===== config.mk =====
export PLATFORM = sky130hd
export DESIGN_NAME = ex_mem_flag_stage
export DESIGN_NICKNAME = d
export VERILOG_FILES = /design/src/rtl/ex_mem_flag_stage.sv
export SDC_FILE = /design/constraint.sdc
export NUM_CORES = 1
export LEC_CHECK = 0
export CORE_ASPECT_RATIO = 0.75
export CORE_MARGIN = 3
export CORE_UTILIZATION = 33
export DETAILED_ROUTE_END_ITERATION = 16
export PLACE_DENSITY = 0.77
export RECOVER_POWER = 25
export SYNTH_ARGS = -nofsm -noshare
export SYNTH_HDL_FRONTEND = slang
export SYNTH_SLANG_ARGS = --single-unit

===== constraint.sdc =====
create_clock -name clk -period 1.1 [get_ports clk]
set_input_delay 0.165 -clock clk [delete_from_list [all_inputs] [get_ports clk]]
set_output_delay 0.165 -clock clk [all_outputs]
set_load 0.02 [all_outputs]

===== src/rtl/ex_mem_flag_stage.sv =====
// ---------------------------------------------------------------------------
// ex_mem_flag_stage
//
// EX/MEM boundary register plus the architectural Z/V/N flag register.
// Sits directly behind the ALU (adders, shifters, RED reduction unit) and
// captures the ALU result and destination info one cycle after EX. The flags
// are updated per opcode class and are exported registered to the branch unit.
//
// Ports:
//   clk           in   rising-edge clock
//   rst_n         in   synchronous reset, active low (overrides stall/flush)
//   in_valid      in   ALU output belongs to a real instruction
//   stall         in   hold the whole stage, flags included
//   flush         in   kill the instruction entering this stage
//   opcode        in   [3:0] opcode of the instruction in EX
//   alu_result    in   [DW-1:0] ALU output (RED already sign-extended)
//   alu_ovfl      in   signed overflow from the ADD/SUB adder
//   rd            in   [RW-1:0] destination register
//   reg_write     in   instruction writes rd
//   out_valid     out  registered valid
//   out_result    out  [DW-1:0] registered ALU result
//   out_rd        out  [RW-1:0] registered rd
//   out_reg_write out  registered write enable, 0 whenever out_valid is 0
//   flag_z        out  zero flag
//   flag_v        out  overflow flag
//   flag_n        out  negative flag
// ---------------------------------------------------------------------------
module ex_mem_flag_stage #(
    parameter int DW = 16,
    parameter int RW = 4
) (
    input  logic          clk,
    input  logic          rst_n,
    input  logic          in_valid,
    input  logic          stall,
    input  logic          flush,
    input  logic [3:0]    opcode,
    input  logic [DW-1:0] alu_result,
    input  logic          alu_ovfl,
    input  logic [RW-1:0] rd,
    input  logic          reg_write,
    output logic          out_valid,
    output logic [DW-1:0] out_result,
    output logic [RW-1:0] out_rd,
    output logic          out_reg_write,
    output logic          flag_z,
    output logic          flag_v,
    output logic          flag_n
);

    // Per-flag action; each flag is independently held or loaded.
    typedef enum logic {
        FLAG_HOLD = 1'b0,
        FLAG_LOAD = 1'b1
    } flag_act_t;

    localparam int NF  = 3;
    localparam int F_Z = 0;
    localparam int F_V = 1;
    localparam int F_N = 2;

    logic            w_cap;
    logic            w_cls_zvn;   // ADD/SUB: full Z/V/N update
    logic            w_cls_z;     // XOR/shifts: Z only
    logic [NF-1:0]   w_flag_val;
    flag_act_t       w_flag_act [NF];

    logic            r_valid;
    logic [DW-1:0]   r_result;
    logic [RW-1:0]   r_rd;
    logic            r_reg_write;
    logic [NF-1:0]   r_flags;

    assign w_cap = in_valid & ~stall & ~flush;

    // Opcode classification. 1xxx ops, RED and PADDSB fall into neither
    // class and therefore never touch the flags.
    always_comb begin
        w_cls_zvn = 1'b0;
        w_cls_z   = 1'b0;
        case (opcode)
            4'b0000, 4'b0001:                   w_cls_zvn = 1'b1;
            4'b0010, 4'b0100, 4'b0101, 4'b0110: w_cls_z   = 1'b1;
            default: ;
        endcase
    end

    assign w_flag_val[F_Z] = (alu_result == '0);
    assign w_flag_val[F_V] = alu_ovfl;
    assign w_flag_val[F_N] = alu_result[DW-1];

    // Next-action selection for each flag.
    always_comb begin
        for (int i = 0; i < NF; i++) begin
            w_flag_act[i] = FLAG_HOLD;
        end
        if (w_cap) begin
            if (w_cls_zvn) begin
                w_flag_act[F_Z] = FLAG_LOAD;
                w_flag_act[F_V] = FLAG_LOAD;
                w_flag_act[F_N] = FLAG_LOAD;
            end else if (w_cls_z) begin
                w_flag_act[F_Z] = FLAG_LOAD;
            end
        end
    end

    // Boundary register: reset > flush > stall > normal.
    always_ff @(posedge clk) begin
        if (!rst_n) begin
            r_valid     <= 1'b0;
            r_result    <= '0;
            r_rd        <= '0;
            r_reg_write <= 1'b0;
        end else if (flush) begin
            // Data fields are left as they were; valid and write-enable die.
            r_valid     <= 1'b0;
            r_reg_write <= 1'b0;
        end else if (stall) begin
            r_valid     <= r_valid;
            r_reg_write <= r_reg_write;
        end else if (in_valid) begin
            r_valid     <= 1'b1;
            r_result    <= alu_result;
            r_rd        <= rd;
            r_reg_write <= reg_write;
        end else begin
            r_valid     <= 1'b0;
            r_reg_write <= 1'b0;
        end
    end

    // Flag registers. Stall and flush both clear w_cap, so they hold here.
    generate
        for (genvar gi = 0; gi < NF; gi++) begin : g_flag
            always_ff @(posedge clk) begin
                if (!rst_n) begin
                    r_flags[gi] <= 1'b0;
                end else if (w_flag_act[gi] == FLAG_LOAD) begin
                    r_flags[gi] <= w_flag_val[gi];
                end
            end
        end
    endgenerate

    assign out_valid     = r_valid;
    assign out_result    = r_result;
    assign out_rd        = r_rd;
    assign out_reg_write = r_reg_write;
    assign flag_z        = r_flags[F_Z];
    assign flag_v        = r_flags[F_V];
    assign flag_n        = r_flags[F_N];

endmodule


==> results.py, run 1 <==
metrics = {
    "setup_path": {
        "slowest_stage": "dfxtp_1",
        "cpPeakStageDelay_ns": 0.36,
        "crit_start": "flag_n",
        "cp.required_ns": 0.94,
        "cp_top_family": "flip-flops",
        "critical_path_class": "reg2out",
        "path_buf_inv": 1,
        "path_max_fanout": 2,
        "cp.arrival_ns": 0.90,
        "worstReg2RegStart": "flag_z",
        "worstPathCellList": "clkdlybuf4s15_2",
        "start_kind": "register",
        "end_kind": "output port",
    },
    "drt": {
        "drt_iter0_markers": 43,
        "drt_pass1_iterations": 5,
        "remaining_drc_errors": 0,
        "wl_per_cell_um": 14.5,
        "ant_nets": 0,
        "wl_um": 3190,
        "vias": 1138,
        "vias_per_cell": 5.17,
    },
    "finish": {
        "area_growth_pct": 73.5,
        "seqCellArea_um2": 500,
        "final_nets": 216,
        "num_antenna_cells": 0,
        "multi_input_area_um2": 447,
        "drive_above_1_share": 0.261,
        "final_cells": 220,
        "fillers": 251,
    },
    "logic_synthesis": {
        "yosysMostFrequentCell": "nand2_1",
        "synthArstFlopShare": 0,
        "syn_inst": 118,
        "avgSynthCellArea_um2": 7.97,
        "synth_ff_type": "dfxtp_1",
        "synth_largest_area_cell": "dfxtp_1",
        "synthTopCellsByCount": "nand2_1, a21oi_1, dfxtp_1, buf_2",
        "synth-seq-area-share": 0.532,
        "synth_edf_count": 0,
        "synth-seq-cells": 25,
        "synth_fp_nets": 149,
        "synthTopCellsByArea": "dfxtp_1, nand2_1, a21oi_1",
        "synth_area_um2": 941,
        "yosysWarnings": 0,
        "synth_cell_type_count": 19,
        "synth_top_area_share": 0.532,
    },
    "die": {
        "fp-row-count": 16,
        "die_h_um": 52.2,
        "die_width_um": 67.7,
        "coreArea_mm2": 0.00266,
        "dieArea_mm2": 0.00353,
        "ios": 56,
        "initial_core_util": 0.353,
    },
    "global_route": {
        "grt_pass1_wl_um": 4860,
        "grt_pass1_vias": 1079,
        "overflow": 0,
        "track_usage": 0.191,
        "antenna_found_initial": 0,
        "grt_max_degree": 14,
    },
    "sta": {
        "hold_ws_ns": 0.293,
        "drv_slew": 0,
        "hold_violations": 0,
        "fmax_mhz": 938,
        "tns_ns": 0,
        "period_minus_slack_ns": 1.07,
        "rsz0062_at_grt": "false",
        "skew_ns": 0,
        "slew_headroom": 0.742,
        "min_period_over_period": 0.969,
        "tightest_slew_ns": 0.383,
        "finalSetupViolCount": 0,
    },
    "placement": {
        "hpwl_um": 2250,
        "routabilityCongestion": 0.764,
        "dp.cells": 213,
        "portBuffers": 55,
    },
    "cts": {
        "clk_pin_slew_ns": 0.08,
        "clk_path_buf_depth": 2,
        "clk_latency_ns": 0.26,
        "cts_htree_levels": 1,
        "cts_buffers": 3,
        "hold_buffers": 0,
        "cts-root-buf": "clkbuf_8",
        "clock-sinks": 25,
        "tritoncts": "built",
    },
    "power": {
        "power_density_mw_per_mm2": 1110,
        "p_leak_nw": 0.638,
        "vdd_drop_max_mv": 0.638,
    },
    "hold_path": {
        "hold_class": "in2reg",
        "worstHoldStart": "stall",
    },
    "job": {
        "drv_cap": 0,
    },
    "outcome": {
        "status": "complete, no violations",
    },
}
-- worst paths after layout --
kind	cells past startpoint	slack (ns)	endpoint
min reg2reg	2	0.47	out_rd[0]
max	1	0.03	flag_n
min	4	0.29	out_valid
max reg2reg	3	0.43	flag_z
-- cells in the final DEF, fill, tap and decap left out, drive strengths merged --
cell,n
a21oi,25
a22oi,1
buf,13
clkbuf,29
clkdlybuf4s15,3
clkdlybuf4s50,27
dfxtp,25
inv,1
nand2,41
nand2b,1
nand3,3
nand4,1
nor2,3
nor2b,1
nor3,2
nor3b,1
nor4,2
nor4b,1
o21bai,1
o41ai,2
or3b,1
-- cells by family (layout without fill, tap and decap cells) --
logic type | after synthesis | in the layout | synth area share
buffers and inverters | 7 | 73 | 0.0332
AO/OA/AOI/OAI | 29 | 29 | 0.168
flip-flops | 25 | 25 | 0.532
AND/OR/NAND/NOR | 57 | 57 | 0.267
-- report_power, final --
| part | switching (mW) | leakage, nW | internal, mW |
|---|---|---|---|
| logic | 0.155 | 0.412 | 0.180 |
| registers | 0.0145 | 0.203 | 0.931 |
| clock network | 0.272 | 0.0228 | 0.259 |
-- metal layers --
layer,up-vias,GRT usage,part of all wire
li1,534,-,-
met1,510,0.229,0.41
met2,76,0.313,0.47
met3,18,0.0601,0.095
met4,0,0.0842,0.029
met5,-,0,0
-- timing repair --
action,CTS,global route
cloned,3,0
endpoints found under the setup margin,48,32
resized for setup,70,32
pin swaps,2,3
buffers inserted,1,0
-- state kept, by name (all words and copies together), names as in the netlist --
register,flops
out_result,16
out_rd,4
out_valid,1
flag_v,1
out_reg_write,1
flag_n,1
flag_z,1
-- layout make-up --
class / instances / share of cell area
Timing Repair Buffer: 68 / 0.362
Sequential cell: 25 / 0.307
Clock buffer: 4 / 0.0276
Inverter: 1 / 0.00230
Tap cell: 36 / 0.0276
Multi-Input combinational cell: 86 / 0.274
-- per-stage QoR --
stage               cell area (µm²)  utilization  power [mW]  setup slack, ns
global route                   1630        0.613        1.89          0.00703
detailed placement             1600        0.600        1.29           -0.468
CTS                            1780        0.668        1.84         0.000331
global placement               1600        0.600        1.28           -0.444
floorplan                       941            -        1.07           0.0738
finish                         1630        0.613        1.81           0.0336
(Power assumes the default switching activity.)
==> run 2, diff against run 1 <==
- CORE_MARGIN: 3 -> default
==> results.py, run 2 (synthesized netlist as in run 1, its figures left out) <==
metrics = {
    "hold_path": {
        "hold_class": "in2reg",
    },
    "setup_path": {
        "critical_path_class": "reg2out",
        "cp.arrival_ns": 0.90,
        "slowest_stage": "dfxtp_1",
        "end_kind": "output port",
        "cp_top_family": "flip-flops",
        "cp.required_ns": 0.94,
        "path_buf_inv": 1,
        "worstPathCellList": "clkdlybuf4s15_2",
        "start_kind": "register",
        "cpPeakStageDelay_ns": 0.36,
        "path_max_fanout": 2,
    },
    "finish": {
        "post-route-util": 0.586,
        "fillers": 242,
        "final_common_cell": "nand2_1",
        "multi_input_area_um2": 444,
        "postLayoutCellArea_mm2": 0.00156,
        "final_nets": 213,
        "final_cell_mix": "nand2_1, clkdlybuf4s50_1, a21oi_1, dfxtp_1, clkbuf_2",
        "area_growth_pct": 66.0,
        "final_cells": 217,
        "seqCellArea_um2": 500,
        "drive_above_1_share": 0.188,
        "largest_reg_flops": 16,
        "num_antenna_cells": 0,
    },
    "drt": {
        "drt_pass1_iterations": 4,
        "wl_per_cell_um": 12.8,
        "wl_um": 2770,
        "ant_nets": 0,
        "vias": 1059,
        "drt_iter0_markers": 87,
        "vias_per_cell": 4.88,
        "remaining_drc_errors": 0,
    },
    "die": {
        "dieArea_mm2": 0.00307,
        "die_h_um": 48.2,
        "ios": 56,
        "die_width_um": 63.7,
        "initial_core_util": 0.353,
        "coreArea_mm2": 0.00266,
        "fp-row-count": 16,
    },
    "global_route": {
        "track_usage": 0.193,
        "grt_pass1_wl_um": 4420,
        "overflow": 0,
        "antenna_found_initial": 0,
        "grt_pass1_vias": 1011,
        "grt_max_degree": 21,
    },
    "cts": {
        "cts_htree_levels": 1,
        "hold_buffers": 0,
        "clk_path_buf_depth": 2,
        "clk_latency_ns": 0.26,
        "clk_pin_slew_ns": 0.08,
        "cts-root-buf": "clkbuf_8",
        "cts_setup_buffers": 0,
        "cts_buffers": 3,
        "tritoncts": "built",
        "clock-sinks": 25,
    },
    "sta": {
        "tightest_slew_ns": 0.335,
        "fmax_mhz": 941,
        "skew_ns": 0,
        "drv_slew": 0,
        "finalSetupViolCount": 0,
        "period_minus_slack_ns": 1.06,
        "rsz0062_at_grt": "true",
        "slew_headroom": 0.775,
        "min_period_over_period": 0.966,
        "hold_violations": 0,
    },
    "placement": {
        "hpwl_um": 2110,
        "routabilityCongestion": 0.781,
        "dp.cells": 213,
        "dpl_cell_area_mm2": 0.00160,
        "portBuffers": 55,
    },
    "job": {
        "drv_cap": 0,
    },
    "power": {
        "vdd_drop_max_mv": 0.732,
        "power.total_mw": 1.78,
        "power_density_mw_per_mm2": 1140,
        "p_leak_nw": 0.582,
    },
    "outcome": {
        "status": "complete, no violations",
    },
}
run 2: report_power, final:
| part | switching [mW] | total (mW) | internal (mW) |
|---|---|---|---|
| combinational | 0.143 | 0.304 | 0.161 |
| clock | 0.269 | 0.528 | 0.259 |
| sequential | 0.0140 | 0.945 | 0.931 |
| total | 0.426 | 1.78 | 1.35 |
run 2: per-layer routing:
metal	GRT usage	share of wire	vias to the layer above
met3	0.0748	0.099	9
met2	0.328	0.45	50
met1	0.221	0.43	476
met4	0.100	0.026	0
li1	-	-	524
met5	0	0	-
run 2: repair_timing:
item                                    CTS  global route
endpoints found under the setup margin   48            27
pin swaps                                 3             1
gates resized for setup                  54            31
run 2: cell type report:
class                           count  area share
Clock buffer                        4      0.0288
Multi-Input combinational cell     86       0.284
Sequential cell                    25       0.321
Timing Repair Buffer               65       0.335
Inverter                            1     0.00240
Tap cell                           36      0.0288
run 2: final timing paths:
kind	startpoint	to	slack, ns	cells past startpoint
max reg2reg	out_reg_write	out_reg_write	0.44	2
max	out_result[4]	out_result[4]	0.04	1
min	stall	out_valid	0.44	4
min reg2reg	out_rd[1]	out_rd[1]	0.45	2
run 2: through the flow:
step	setup TNS [ns]	hold WS, ns	worst slack (ns)
after floorplan	0	0.301	0.0738
after global placement	-9.69	0.440	-0.435
after detailed placement	-10.16	0.442	-0.482
after CTS	0	0.419	0.00000555
after global routing	-0.0113	0.463	-0.00675
final	0	0.438	0.0371
==> run 3, diff against run 2 <==
- CORE_UTILIZATION: 33 -> 36
- PLACE_DENSITY: 0.77 -> 0.78
- clock period: 1.1 -> 1.05 ns (I/O delays scaled with it)
==> results.py, run 3 (synthesized netlist as in run 1, its figures left out) <==
metrics = {
    "outcome": {
        "status": "complete, no violations",
    },
    "die": {
        "ios": 56,
        "coreArea_mm2": 0.00238,
        "initial_core_util": 0.395,
        "die_width_um": 61.0,
        "die_h_um": 46.3,
        "dieArea_mm2": 0.00282,
        "fp-row-count": 15,
    },
    "drt": {
        "vias": 1031,
        "ant_nets": 0,
        "drt_iter0_markers": 26,
        "vias_per_cell": 4.77,
        "drt_pass1_iterations": 4,
        "wl_per_cell_um": 12.3,
        "wl_um": 2660,
        "remaining_drc_errors": 0,
    },
    "global_route": {
        "grt_pass1_wl_um": 4070,
        "grt_pass1_vias": 917,
        "track_usage": 0.206,
        "overflow": 0,
        "antenna_found_initial": 0,
        "grt_max_degree": 21,
    },
    "cts": {
        "cts_buffers": 3,
        "cts-root-buf": "clkbuf_4",
        "tritoncts": "built",
        "hold_buffers": 0,
        "cts_htree_levels": 1,
        "clk_pin_slew_ns": 0.12,
        "clock-sinks": 25,
        "clk_latency_ns": 0.32,
        "cts_setup_buffers": 0,
        "clk_path_buf_depth": 2,
    },
    "setup_path": {
        "rr_worst_depth": 3,
        "path_buf_inv": 2,
        "slowest_stage": "or3b_1",
        "crit_start": "flush",
        "cp.required_ns": 1.26,
        "cp.arrival_ns": 1.22,
        "end_kind": "register",
        "critical_path_class": "in2reg",
        "cp_top_family": "simple AND/OR/NAND/NOR gates",
        "rrSetupSlack_ns": 0.37,
        "path_depth": 5,
        "worstPathCellList": "dlygate4sd2_1, or3b_1, buf_6, nand2_1, a21oi_1",
        "path_max_fanout": 20,
        "start_kind": "primary input",
        "worstReg2RegStart": "flag_z",
        "cpPeakStageDelay_ns": 0.44,
    },
    "finish": {
        "drive_above_1_share": 0.236,
        "seqCellArea_um2": 503,
        "post-route-util": 0.644,
        "final_nets": 214,
        "final_cell_mix": "nand2_1, clkdlybuf4s50_1, a21oi_1",
        "num_antenna_cells": 0,
        "fillers": 242,
        "postLayoutCellArea_mm2": 0.00153,
        "area_growth_pct": 63.0,
        "multi_input_area_um2": 430,
        "final_common_cell": "nand2_1",
        "largest_reg_flops": 16,
    },
    "job": {
        "drv_cap": 0,
    },
    "placement": {
        "routabilityCongestion": 0.733,
        "hpwl_um": 1990,
        "dpl_cell_area_mm2": 0.00158,
        "portBuffers": 55,
        "post-place-ws_ns": -0.504,
    },
    "sta": {
        "tns_ns": 0,
        "drv_slew": 0,
        "finalSetupViolCount": 0,
        "tightest_slew_ns": 0.302,
        "fmax_mhz": 992,
        "setup_ws_ns": 0.0414,
        "min_period_over_period": 0.961,
        "hold_violations": 0,
        "period_minus_slack_ns": 1.01,
        "rsz0062_at_grt": "false",
        "skew_ns": 0,
        "slew_headroom": 0.797,
    },
    "power": {
        "p_clk_frac": 0.243,
        "internal_power_mw": 1.29,
        "power_density_mw_per_mm2": 1120,
        "switchingPower_mw": 0.428,
        "power_frac_comb": 0.182,
        "switching_share": 0.249,
        "p_leak_nw": 0.627,
        "seqPwrFrac": 0.575,
        "power.total_mw": 1.72,
        "vdd_drop_max_mv": 0.716,
    },
    "hold_path": {
        "min_path_cells": 3,
        "worstHoldStart": "flush",
        "hold_class": "in2reg",
    },
}
run 3: changes by cell type in the layout (fill, tap and decap cells not counted), sizes merged:
cell           delta
clkbuf           -20
clkdlybuf4s15     -4
buf              +25
run 3: repair_timing:
action / in CTS / in global routing
resized for setup: 114 / 8
pin swaps: 1 / 0
endpoints found under the setup margin: 48 / 8
gates cloned: 1 / 0
run 3: routing by layer:
layer	track usage	vias to the layer above	part of all wire
li1	-	524	-
met1	0.233	461	0.42
met2	0.350	41	0.48
met3	0.0730	5	0.088
met4	0.0955	0	0.016
met5	0	-	0
run 3: power by group through the flow:
| stage | logic (mW) | registers [mW] | clock network [mW] |
|---|---|---|---|
| final | 0.313 | 0.989 | 0.418 |
| after detailed placement | 0.328 | 1.01 | 0 |
| after global placement | 0.323 | 1.01 | 0 |
| after floorplan | 0.0735 | 1.04 | 0 |
| after global routing | 0.337 | 0.993 | 0.471 |
| after CTS | 0.319 | 0.989 | 0.443 |
run 3: path summary, 6_finish.rpt:
check | end
min reg2reg | out_result[2]
max | out_result[1]
min | out_valid
max reg2reg | flag_z
run 3: per-stage QoR:
step	hold slack, ns	cells
global route	0.361	216
global placement	0.443	211
floorplan	0.293	118
finish	0.360	216
detailed placement	0.449	211
CTS	0.333	216
run 3: cell type report:
type,count,area share
timing repair buffer,66,0.344
tap,34,0.0277
sequential,25,0.328
clock buffer,4,0.0171
inverter,1,0.00245
multi-input combinational,86,0.281
run 3: worst reg2reg max path, cell delays in order, from the launching register on:
cell and delay, ns:
dfxtp_1 0.35, nand2_1 0.05, a21oi_1 0.10, o21bai_1 0.12
